[config.mk]
export PLATFORM = sky130hd
export DESIGN_NAME = serial_adder
export DESIGN_NICKNAME = d
export VERILOG_FILES = /design/src/rtl/adder_pkg.sv /design/src/rtl/fa_cell.sv /design/src/rtl/serial_adder.sv
export SDC_FILE = /design/constraint.sdc
export NUM_CORES = 1
export LEC_CHECK = 0
export BUFFER_PORTS_ARGS = -buffer_cell sky130_fd_sc_hd__buf_2
export CAP_MARGIN = 5
export CORE_ASPECT_RATIO = 1.2
export CORE_UTILIZATION = 49
export DETAILED_ROUTE_END_ITERATION = 12
export PLACE_DENSITY = 0.84
export SLEW_MARGIN = 20
export SYNTH_ARGS = -nofsm -noshare
export SYNTH_HDL_FRONTEND = slang
export SYNTH_SLANG_ARGS = --single-unit
export TNS_END_PERCENT = 50
[constraint.sdc]
create_clock -name clk -period 1.5 [get_ports clk]
set_input_delay 0.075 -clock clk [delete_from_list [all_inputs] [get_ports clk]]
set_output_delay 0.075 -clock clk [all_outputs]
set_load 0.005 [all_outputs]
[src/rtl/adder_pkg.sv]
// rtl/adder_pkg.sv - shared state type and default width for the serial adder
package adder_pkg;

  typedef enum logic [1:0] {
    IDLE  = 2'd0,
    SHIFT = 2'd1,
    DONE  = 2'd2
  } state_t;

  localparam int ADDER_WIDTH_DEFAULT = 8;

endpackage

[src/rtl/fa_cell.sv]
// rtl/fa_cell.sv - combinational 1-bit full adder built from two half adders and an OR
module fa_cell (
  input  logic a,
  input  logic b,
  input  logic cin,
  output logic s,
  output logic co
);

  logic s1;
  logic c1;
  logic c2;

  assign s1 = a ^ b;
  assign c1 = a & b;
  assign s  = s1 ^ cin;
  assign c2 = s1 & cin;
  assign co = c1 | c2;

endmodule

[src/rtl/serial_adder.sv]
// rtl/serial_adder.sv - LSB-first bit-serial adder with start/busy/done handshake
// Optional subtract mode (sub port) is enabled by defining SERIAL_ADDER_SUB_EN.
module serial_adder
  import adder_pkg::*;
#(
  parameter int WIDTH = ADDER_WIDTH_DEFAULT
) (
  input  logic             clk,
  input  logic             rst_n,
  input  logic             start,
  input  logic [WIDTH-1:0] a,
  input  logic [WIDTH-1:0] b,
  input  logic             cin,
`ifdef SERIAL_ADDER_SUB_EN
  input  logic             sub,
`endif
  output logic             busy,
  output logic             done,
  output logic [WIDTH-1:0] sum,
  output logic             cout
);

  localparam int CW = (WIDTH > 1) ? $clog2(WIDTH) : 1;

  state_t           state;
  state_t           state_next;
  logic [WIDTH-1:0] a_sr;
  logic [WIDTH-1:0] b_sr;
  logic [WIDTH-1:0] r_sr;
  logic [WIDTH-1:0] r_next;
  logic [CW-1:0]    cnt;
  logic             carry;
  logic             cell_s;
  logic             cell_co;
  logic             accept;
  logic             last;
  logic [WIDTH-1:0] b_load;
  logic             carry_load;

`ifdef SERIAL_ADDER_SUB_EN
  // Subtraction is a + ~b + 1 - cin, so the borrow-in folds into the initial carry.
  assign b_load     = sub ? ~b : b;
  assign carry_load = cin ^ sub;
`else
  assign b_load     = b;
  assign carry_load = cin;
`endif

  fa_cell u_fa (
    .a   (a_sr[0]),
    .b   (b_sr[0]),
    .cin (carry),
    .s   (cell_s),
    .co  (cell_co)
  );

  assign accept = start && (state != SHIFT);
  assign last   = (cnt == CW'(WIDTH - 1));
  assign busy   = (state == SHIFT);
  assign done   = (state == DONE);

  // Shift/insert written without part-selects so WIDTH=1 elaborates cleanly.
  always_comb begin
    r_next            = r_sr >> 1;
    r_next[WIDTH-1]   = cell_s;
  end

  always_comb begin
    state_next = state;
    case (state)
      IDLE:    if (start) state_next = SHIFT;
      SHIFT:   if (last)  state_next = DONE;
      DONE:    state_next = start ? SHIFT : IDLE;
      default: state_next = IDLE;
    endcase
  end

  always_ff @(posedge clk or negedge rst_n) begin
    if (!rst_n) begin
      state <= IDLE;
    end else begin
      state <= state_next;
    end
  end

  always_ff @(posedge clk or negedge rst_n) begin
    if (!rst_n) begin
      a_sr  <= '0;
      b_sr  <= '0;
      r_sr  <= '0;
      cnt   <= '0;
      carry <= 1'b0;
      sum   <= '0;
      cout  <= 1'b0;
    end else if (accept) begin
      a_sr  <= a;
      b_sr  <= b_load;
      carry <= carry_load;
      cnt   <= '0;
    end else if (state == SHIFT) begin
      a_sr  <= a_sr >> 1;
      b_sr  <= b_sr >> 1;
      r_sr  <= r_next;
      carry <= cell_co;
      cnt   <= cnt + CW'(1);
      if (last) begin
        sum  <= r_next;
        cout <= cell_co;
      end
    end
  end

endmodule

### Word-level counts from Yosys, hierarchy flattened

Index checks and enable logic that the tools add are counted.

* bits in registers: 39
* bits of input ports: 20
* word-level logic and storage cells: 39

* $add $sub $neg: 1
* equality and inequality tests: 6
* mux-type cells: 12
* bitwise logic cells: 6
* reductions and logical operators: 6

Operators with widths (number)
* 8-bit 2-to-1 mux: 4
* 3-bit 2-to-1 mux: 2
* 2-bit case mux with 3 select lines: 1
* 2-bit 2-to-1 mux: 2
* 2-bit by 1-bit != test with 1-bit output (second input constant): 2
* 2-bit AND reduction: 2
* 3-bit by 1-bit adder with 3-bit output (second input constant): 1
* 3-bit == test (second input constant): 1
* 1-bit 2-to-1 mux: 3
* 3-bit AND reduction: 1
* 1-bit AND: 2
* 2-bit by 1-bit == test with 1-bit output (second input constant): 1
* 2-bit == test (second input constant): 1
* 2-bit logical NOT: 1
* 2-bit != test (second input constant): 1
* 2-bit nonzero test: 1
* 1-bit bitwise XOR: 2
* 1-bit logical AND: 1
* 1-bit inverter: 1
* 1-bit OR: 1

### Logic depth before layout (Yosys ltp)

Gate-level depths: netlist of the first run.

* word-level depth: 5
* depth in mapped cells: 5

### Cells and area by module

From an unflattened synthesis of the first run, not the netlist that was laid out.

* cells, all modules: 110
* area, all modules: 1820.5 µm²

Modules (own cells, without submodules)
* serial_adder: instances 1, cells an instance 109, area an instance 1800.5 µm²
* fa_cell: instances 1, cells an instance 1, area an instance 20.0 µm²

### Worst setup path before layout of the first run

No wires, ideal clock.

* path kind: register to register
* from: reg cnt[0]
* to: reg cout
* arrival: 1.350 ns
* required time: 1.375 ns
* path slack: 0.025 ns
* cell stages (with the launch flop): 6
* buffers on the path: 1
* period minus slack after synthesis: 1.475 ns
* path through: dfrtp_1 -> ha_1 -> ha_1 -> nand3b_1 -> buf_2 -> mux2_2

* word-level cells in the longest chain between the ends: 2

Ends and longest elaborated chain
* from (decl): RTL line serial_adder.sv:31 `logic [CW-1:0] cnt;`
* from (signal assigned): RTL line serial_adder.sv:105 `cnt <= cnt + CW'(1);`
* 3-bit == test: RTL line serial_adder.sv:58 `assign last = (cnt == CW'(WIDTH - 1));`
* 3-bit AND reduction (no source line)
* to (signal assigned): RTL line serial_adder.sv:108 `cout <= cell_co;`
* to (decl): RTL line serial_adder.sv:20 `output logic cout`

No other way between the ends.
A chain may end at the register's enable or synchronous reset.

### Worst setup path after layout of the first run

* from: reg cnt[0]
* to: reg sum[5]

* word-level cells in the longest chain between the ends: 2

Ends and longest elaborated chain
* 3-bit == test: RTL line serial_adder.sv:58
* 3-bit AND reduction (no source line)
* to (signal assigned): RTL line serial_adder.sv:107 `sum <= r_next;`
* to (decl): RTL line serial_adder.sv:19 `output logic [WIDTH-1:0] sum,`

No other way between the ends.

==> results of run 1 <==
## worst min path at each step
stage | from | end | slack (ns) | depth (start not counted)
after global routing | b[7] | b_sr[7]$_DFFE_PN0P_ | 0.05 | 3
after CTS | b[7] | b_sr[7]$_DFFE_PN0P_ | 0.03 | 3
after global placement | rst_n | a_sr[3]$_DFFE_PN0P_ | 0.19 | 1
final | a[7] | a_sr[7]$_DFFE_PN0P_ | 0.04 | 3
after floorplan | rst_n | a_sr[0]$_DFFE_PN0P_ | -0.22 | 0
after detailed placement | rst_n | a_sr[0]$_DFFE_PN0P_ | 0.22 | 1
## cells in the mapped netlist (all sizes together)
library cell / n / area (um2)
mux2: 48 / 661
dfrtp: 38 / 951
buf: 6 / 61.3
inv: 3 / 11.3
mux2i: 3 / 30.0
nor2b: 3 / 18.8
ha: 2 / 25.0
nand2b: 2 / 12.5
nor2: 2 / 7.51
fa: 1 / 20.0
nand3b: 1 / 7.51
o22ai: 1 / 6.26
## critical path, stage by stage, from the launching register on
cell                       delay (ns)
sky130_fd_sc_hd__dfrtp_1         0.39
sky130_fd_sc_hd__ha_2            0.20
sky130_fd_sc_hd__ha_4            0.16
sky130_fd_sc_hd__nand3b_1        0.15
sky130_fd_sc_hd__buf_6           0.16
sky130_fd_sc_hd__mux2_4          0.30
## power by group through the flow
stage	sequential, mW	clock (mW)	combinational [mW]
3_3_place_gp	1.78	0	1.67
2_1_floorplan	1.74	0	1.39
6_report	1.83	0.717	1.89
4_1_cts	1.82	0.744	1.91
5_1_grt	1.88	0.789	2.02
3_5_place_dp	1.82	0	1.76
## per-layer routing
metal / up-vias / GRT usage [%] / part of all wire (%)
met1: 505 / 21.8 / 44
met2: 28 / 30.4 / 50
met4: 0 / 5.49 / 0
met5: - / 0 / 0
li1: 452 / - / -
met3: 0 / 6.90 / 5.4
## state kept, by name, indices dropped and copies added (netlist names)
register	cells
carry	1
cout	1
b_sr	8
r_sr	7
a_sr	8
sum	8
cnt	3
state	2
## final cells by class
type	count	area (um2)
fill	248	1260
sequential	38	951
multi-input combinational	63	837
timing repair buffer	37	225
clock buffer	6	82.6
tap	37	46.3
clock inverter	2	12.5
inverter	3	11.3
## per-stage QoR
stage	area [um2]	utilization (%)	setup slack [ns]	std cells	setup TNS, ns
after floorplan	1810	-	0.0252	110	0
after global placement	2000	58.5	0.0327	175	0
after detailed placement	2000	58.5	-0.0524	175	-0.372
after CTS	2190	64.1	-0.0241	188	-0.191
after global routing	2170	63.2	-0.0109	186	-0.0491
final	2170	63.2	0.0300	186	0
## cells by family after synthesis
kind of cell / after synthesis / share of synthesized area (%)
AO/OA/AOI/OAI: 1 / 0.346
multiplexers: 51 / 38.1
AND/OR/NAND/NOR: 8 / 2.56
buffers and inverters: 9 / 4.00
flip-flops: 38 / 52.5
adder cells (fa/ha/maj): 3 / 2.49
## repair_timing
action,4_1_cts,5_1_grt
gates cloned,1,0
pin swaps,2,2
setup endpoints to repair,9,9
hold buffers,1,0
resized for setup,10,5
buffers inserted,3,0
endpoints found under the hold margin,38,0
==> impl_metrics.prom, run 1 <==
# TYPE chip_impl_metric gauge
chip_impl_info{name="status",value="finished with violations"} 1
chip_impl_info{name="failing_checks",value="design-rule violations"} 1
chip_impl_metric{name="syn_inst",unit=""} 110
chip_impl_metric{name="finalHoldWorstSlack",unit="ns"} 0.0364
chip_impl_metric{name="clkSlewWorstSetupHoldPaths",unit="ns"} 0.07
chip_impl_metric{name="max_cap_violations",unit=""} 0
chip_impl_metric{name="synth_fp_nets",unit=""} 133
chip_impl_metric{name="finalHoldViolCount",unit=""} 0
chip_impl_metric{name="first_global_vias",unit=""} 1050
chip_impl_info{name="startpoint",value="cnt[0]$_DFFE_PN0P_"} 1
chip_impl_metric{name="fp.coreArea",unit="mm2"} 0.00342
chip_impl_metric{name="layout-area-overhead-vs-synth",unit="%"} 19.5
chip_impl_metric{name="worstMarginPinSlew",unit="ns"} 0.828
chip_impl_metric{name="p_int",unit="mW"} 3.12
chip_impl_metric{name="n_antenna_cell",unit=""} 0
chip_impl_metric{name="cts_inserted_buffers",unit=""} 5
chip_impl_metric{name="grt_antenna_before_repair",unit=""} 0
chip_impl_metric{name="irDropWorstVdd",unit="mV"} 1.23
chip_impl_metric{name="first_iter_violations",unit=""} 32
chip_impl_metric{name="final_max_slew_viol_count",unit=""} 0
chip_impl_metric{name="slew_headroom",unit="%"} 44.8
chip_impl_info{name="worstSetupEndpoint",value="sum[5]$_DFFE_PN0P_"} 1
chip_impl_metric{name="synth.lib_cells_used.distinct",unit=""} 14
chip_impl_info{name="critical_path.endpoint_type",value="flip-flop"} 1
chip_impl_info{name="mostFrequentLayoutCell",value="sky130_fd_sc_hd__mux2_4"} 1
chip_impl_info{name="worst_r2r_startpoint",value="cnt[0]$_DFFE_PN0P_"} 1
chip_impl_metric{name="biggest_fanout_along_the_worst_timing_path",unit=""} 5
chip_impl_metric{name="yosysWarningCount",unit=""} 0
chip_impl_metric{name="die_h",unit="um"} 68.6
chip_impl_metric{name="fin_crit",unit="ns"} 1.47
chip_impl_metric{name="r2r.worst_path.cells",unit=""} 5
chip_impl_metric{name="p_sw",unit="mW"} 1.31
chip_impl_metric{name="clk-insertion-delay-late",unit="ns"} 0.29
chip_impl_metric{name="final_number_of_setup_violating_endpoints",unit=""} 0
chip_impl_metric{name="wire_per_inst",unit="um"} 17.1
chip_impl_metric{name="die_x",unit="um"} 57.5
chip_impl_metric{name="yosys_register_bits",unit=""} 38
chip_impl_metric{name="worst-endpoint-required",unit="ns"} 1.68
chip_impl_metric{name="power.share.combinational",unit="%"} 42.6
chip_impl_metric{name="synth-seq-area-share",unit="%"} 52.5
chip_impl_info{name="r2r_path_end",value="sum[5]$_DFFE_PN0P_"} 1
chip_impl_metric{name="grt-ovfl-total",unit=""} 0
chip_impl_metric{name="syn_area_per_cell",unit="um2"} 16.5
chip_impl_info{name="timing_worst_setup_path_type",value="reg -> reg"} 1
chip_impl_metric{name="drive_gt1_share",unit="%"} 63.1
chip_impl_metric{name="grt_usage",unit="%"} 18.1
chip_impl_metric{name="part_of_the_total_power_dissipated_in_sequential_elements",unit="%"} 41.2
chip_impl_metric{name="drt_drc_violations_left",unit=""} 3
chip_impl_metric{name="max_freq",unit="MHz"} 680
chip_impl_metric{name="firstDrtPassIters",unit=""} 8
chip_impl_info{name="holdCritPathClass",value="in -> reg"} 1
chip_impl_metric{name="rrSetupSlack",unit="ns"} 0.03
chip_impl_info{name="setup_repair_after_global_routing_missed_its_margin",value="yes"} 1
chip_impl_metric{name="netlist_area",unit="mm2"} 0.00181
chip_impl_metric{name="rows",unit=""} 23
chip_impl_metric{name="total_power",unit="mW"} 4.44
chip_impl_metric{name="power.leakage",unit="nW"} 1.13
chip_impl_metric{name="tcrit_tclk_final",unit="%"} 98.0
chip_impl_info{name="library_cell_used_as_clock_root_buffer",value="sky130_fd_sc_hd__clkbuf_8"} 1
chip_impl_metric{name="pin_count",unit=""} 31
chip_impl_metric{name="grt_pass1_wl",unit="mm"} 5.11
chip_impl_metric{name="worst_clock_skew",unit="ns"} 0.00279
chip_impl_info{name="most-common-layout-cells",value="sky130_fd_sc_hd__mux2_4 (41), sky130_fd_sc_hd__dfrtp_1 (38), sky130_fd_sc_hd__buf_2 (30), sky130_fd_sc_hd__mux2_2 (7), sky130_fd_sc_hd__clkbuf_8 (6)"} 1
chip_impl_metric{name="dp_hpwl",unit="mm"} 2.11
chip_impl_metric{name="die-area",unit="mm2"} 0.00395
chip_impl_info{name="startpoint_class_of_the_critical_path",value="flip-flop"} 1
chip_impl_metric{name="via_count",unit=""} 985
chip_impl_metric{name="initial_utilization",unit="%"} 52.9
chip_impl_metric{name="cts_htree_levels",unit=""} 2
chip_impl_metric{name="port_buffers",unit=""} 30
chip_impl_metric{name="power_per_cell_area",unit="mW/mm2"} 2050
chip_impl_metric{name="power_switching_share",unit="%"} 29.6
chip_impl_info{name="cts_tree",value="done"} 1
chip_impl_metric{name="power_frac_clock",unit="%"} 16.2
chip_impl_metric{name="routed_wl",unit="mm"} 3.19
chip_impl_metric{name="maximum_number_of_pins_on_one_net_before_global_route_repair",unit=""} 39
chip_impl_metric{name="nNetsFinal",unit=""} 171
chip_impl_metric{name="gp_routability_congestion",unit=""} 0.662
chip_impl_metric{name="clock-sinks",unit=""} 38
chip_impl_metric{name="drt.antenna.violating_nets",unit=""} 0
chip_impl_metric{name="cp_data_arrival_time",unit="ns"} 1.65
chip_impl_metric{name="cts.path.max_buffers",unit=""} 2
chip_impl_metric{name="detail_route.vias_per_cell",unit=""} 5.30
No activity file was read; power rests on OpenSTA's default activity.
==> run 2: changes to the inputs <==
--- a/config.mk
+++ b/config.mk
@@ -8,6 +8,7 @@
 export BUFFER_PORTS_ARGS = -buffer_cell sky130_fd_sc_hd__buf_2
 export CAP_MARGIN = 5
 export CORE_ASPECT_RATIO = 1.2
+export CORE_MARGIN = 1.5
 export CORE_UTILIZATION = 49
 export DETAILED_ROUTE_END_ITERATION = 12
 export PLACE_DENSITY = 0.84
==> run 2 against run 1 <==
The flow now finishes without violations. Worst setup slack improved by 0.016 ns. Clock power increased by 18%. Combinational power is 6% lower. Count of clock-buffer cells in the layout is 1 lower. Via count is 0.51% lower. Final cell count grew 1.1%. Worst hold slack improved by 0.0045 ns. Clock skew up 0.0011 ns. Critical path depth stayed put. Critical endpoint is now sum[7]$_DFFE_PN0P_. Largest cell class unchanged. Largest power group is now registers. Highest routed layer is now met4.
==> impl_metrics.prom, run 2 (synthesized netlist as in run 1, its figures left out) <==
# TYPE chip_impl_metric gauge
chip_impl_info{name="library_cell_used_as_clock_root_buffer",value="sky130_fd_sc_hd__clkbuf_8"} 1
chip_impl_metric{name="worstMarginPinSlew",unit="ns"} 0.468
chip_impl_metric{name="fp.coreArea",unit="mm2"} 0.00357
chip_impl_metric{name="fill_cells",unit=""} 269
chip_impl_metric{name="cts_inserted_buffers",unit=""} 5
chip_impl_metric{name="power_per_cell_area",unit="mW/mm2"} 2060
chip_impl_metric{name="fin_crit",unit="ns"} 1.45
chip_impl_metric{name="layout-area-overhead-vs-synth",unit="%"} 18.6
chip_impl_info{name="timing_worst_setup_path_type",value="reg -> reg"} 1
chip_impl_metric{name="finalHoldViolCount",unit=""} 0
chip_impl_info{name="startpoint_class_of_the_critical_path",value="flip-flop"} 1
chip_impl_info{name="setup_repair_after_global_routing_missed_its_margin",value="no"} 1
chip_impl_info{name="top_regs",value="a_sr x8, b_sr x8, sum x8"} 1
chip_impl_metric{name="cts_htree_levels",unit=""} 2
chip_impl_metric{name="cp_data_arrival_time",unit="ns"} 1.63
chip_impl_metric{name="via_count",unit=""} 980
chip_impl_info{name="critical_path.endpoint_type",value="flip-flop"} 1
chip_impl_metric{name="final_max_slew_viol_count",unit=""} 0
chip_impl_metric{name="grt_use_met1",unit="%"} 21.5
chip_impl_metric{name="routed_wl",unit="mm"} 3.10
chip_impl_metric{name="tcrit_tclk_final",unit="%"} 96.9
chip_impl_metric{name="biggest_fanout_along_the_worst_timing_path",unit=""} 10
chip_impl_metric{name="dp_hpwl",unit="mm"} 2.16
chip_impl_metric{name="pin_count",unit=""} 31
chip_impl_metric{name="max_cap_violations",unit=""} 0
chip_impl_metric{name="final_number_of_setup_violating_endpoints",unit=""} 0
chip_impl_metric{name="global_route.usage.met3",unit="%"} 4.66
chip_impl_metric{name="clk-insertion-delay-late",unit="ns"} 0.29
chip_impl_metric{name="n_antenna_cell",unit=""} 0
chip_impl_metric{name="grt_antenna_before_repair",unit=""} 0
chip_impl_metric{name="worst-endpoint-required",unit="ns"} 1.68
chip_impl_metric{name="die-area",unit="mm2"} 0.00407
chip_impl_metric{name="multi_input_gate_area",unit="um2"} 793
chip_impl_metric{name="clkSlewWorstSetupHoldPaths",unit="ns"} 0.07
chip_impl_metric{name="drt_drc_violations_left",unit=""} 0
chip_impl_metric{name="first_iter_violations",unit=""} 8
chip_impl_metric{name="placed_cells",unit=""} 178
chip_impl_info{name="status",value="finished clean"} 1
chip_impl_metric{name="final-seq-area",unit="um2"} 951
chip_impl_info{name="gr-max-usage-layer",value="met2"} 1
chip_impl_metric{name="clock-sinks",unit=""} 38
chip_impl_metric{name="detail_route.vias_per_cell",unit=""} 5.21
chip_impl_metric{name="maximum_number_of_pins_on_one_net_before_global_route_repair",unit=""} 39
chip_impl_metric{name="port_buffers",unit=""} 30
chip_impl_metric{name="slew_headroom",unit="%"} 68.8
chip_impl_metric{name="irDropWorstVdd",unit="mV"} 1.05
chip_impl_metric{name="power.leakage",unit="nW"} 1.09
chip_impl_metric{name="die_h",unit="um"} 69.6
chip_impl_metric{name="max_freq",unit="MHz"} 688
chip_impl_info{name="cts_tree",value="done"} 1
chip_impl_metric{name="die_x",unit="um"} 58.5
chip_impl_metric{name="grt-ovfl-total",unit=""} 0
chip_impl_metric{name="rows",unit=""} 24
chip_impl_info{name="most-common-layout-cells",value="sky130_fd_sc_hd__dfrtp_1 (38), sky130_fd_sc_hd__mux2_4 (32), sky130_fd_sc_hd__buf_2 (30), sky130_fd_sc_hd__mux2_2 (16), sky130_fd_sc_hd__clkbuf_8 (5)"} 1
chip_impl_metric{name="drive_gt1_share",unit="%"} 63.1
chip_impl_metric{name="initial_utilization",unit="%"} 50.7
chip_impl_metric{name="gp_routability_congestion",unit=""} 0.683
chip_impl_metric{name="grt_usage",unit="%"} 17.3
chip_impl_metric{name="firstDrtPassIters",unit=""} 3
chip_impl_metric{name="nNetsFinal",unit=""} 171
chip_impl_metric{name="final-instance-count-excl-fill",unit=""} 188
chip_impl_metric{name="grt_pass1_wl",unit="mm"} 5.14
chip_impl_info{name="mostFrequentLayoutCell",value="sky130_fd_sc_hd__dfrtp_1"} 1
chip_impl_metric{name="first_global_vias",unit=""} 1097
chip_impl_metric{name="dp_slack",unit="ns"} -0.0284
chip_impl_metric{name="wire_per_inst",unit="um"} 16.5
chip_impl_metric{name="cts.path.max_buffers",unit=""} 2
chip_impl_metric{name="drt.antenna.violating_nets",unit=""} 0
chip_impl_metric{name="grt.met2_usage",unit="%"} 26.6
chip_impl_metric{name="timing.final.ws_setup",unit="ns"} 0.0461
chip_impl_info{name="holdCritPathClass",value="in -> reg"} 1
chip_impl_metric{name="worst_clock_skew",unit="ns"} 0.00390
## run 2: timing repair
action	CTS	global route
resized for setup	1	1
pin swaps	0	0
setup buffers	1	0
hold buffers	1	0
endpoints found under the setup margin	9	8
endpoints found under the hold margin	38	0
## run 2: worst paths after layout
| check | start | to | slack (ns) | cells after the start |
|---|---|---|---|---|
| max in group asynchronous | rst_n | sum[1]$_DFFE_PN0P_ | 0.82 | 3 |
| max reg2reg | cnt[0]$_DFFE_PN0P_ | sum[7]$_DFFE_PN0P_ | 0.05 | 5 |
| min | b[7] | b_sr[7]$_DFFE_PN0P_ | 0.04 | 3 |
| max | cnt[0]$_DFFE_PN0P_ | sum[7]$_DFFE_PN0P_ | 0.05 | 5 |
| min in group asynchronous | rst_n | sum[5]$_DFFE_PN0P_ | 0.35 | 3 |
| min reg2reg | r_sr[1]$_DFFE_PN0P_ | sum[0]$_DFFE_PN0P_ | 0.51 | 1 |
## run 2: cell type report
cell class	instances	share of cell area [%]
inverter	3	0.524
clock buffer	5	3.20
timing repair buffer	37	10.7
multi-input combinational	63	36.9
tap	39	2.27
clock inverter	3	2.10
sequential	38	44.3
## run 2: per-stage QoR
step	cell area, um2	power, mW	utilization (%)	TNS, ns	hold WS, ns
after global placement	2010	3.44	56.3	0	0.134
final	2150	4.42	60.1	0	0.0409
after detailed placement	2010	3.57	56.3	-0.163	0.142
after global routing	2150	4.70	60.1	0	0.0411
after CTS	2150	4.48	60.0	0	0.0358
after floorplan	1810	3.13	-	0	-0.221
## run 2: metal layers
layer | vias to the layer above | part of all wire, %
met5 | - | 0
met4 | 0 | 2.7
met3 | 9 | 4.1
met2 | 25 | 51
met1 | 493 | 42
li1 | 453 | -
## run 2: critical path, cell delays in order, from the launching register on
cell,delay (ns)
sky130_fd_sc_hd__dfrtp_1,0.38
sky130_fd_sc_hd__ha_2,0.18
sky130_fd_sc_hd__ha_2,0.18
sky130_fd_sc_hd__nand3b_1,0.13
sky130_fd_sc_hd__buf_12,0.14
sky130_fd_sc_hd__mux2_2,0.33
## run 2: power breakdown
part	internal [mW]	leakage, nW	switching, mW
combinational	1.15	0.567	0.617
clock	0.494	0.0504	0.355
sequential	1.50	0.472	0.294
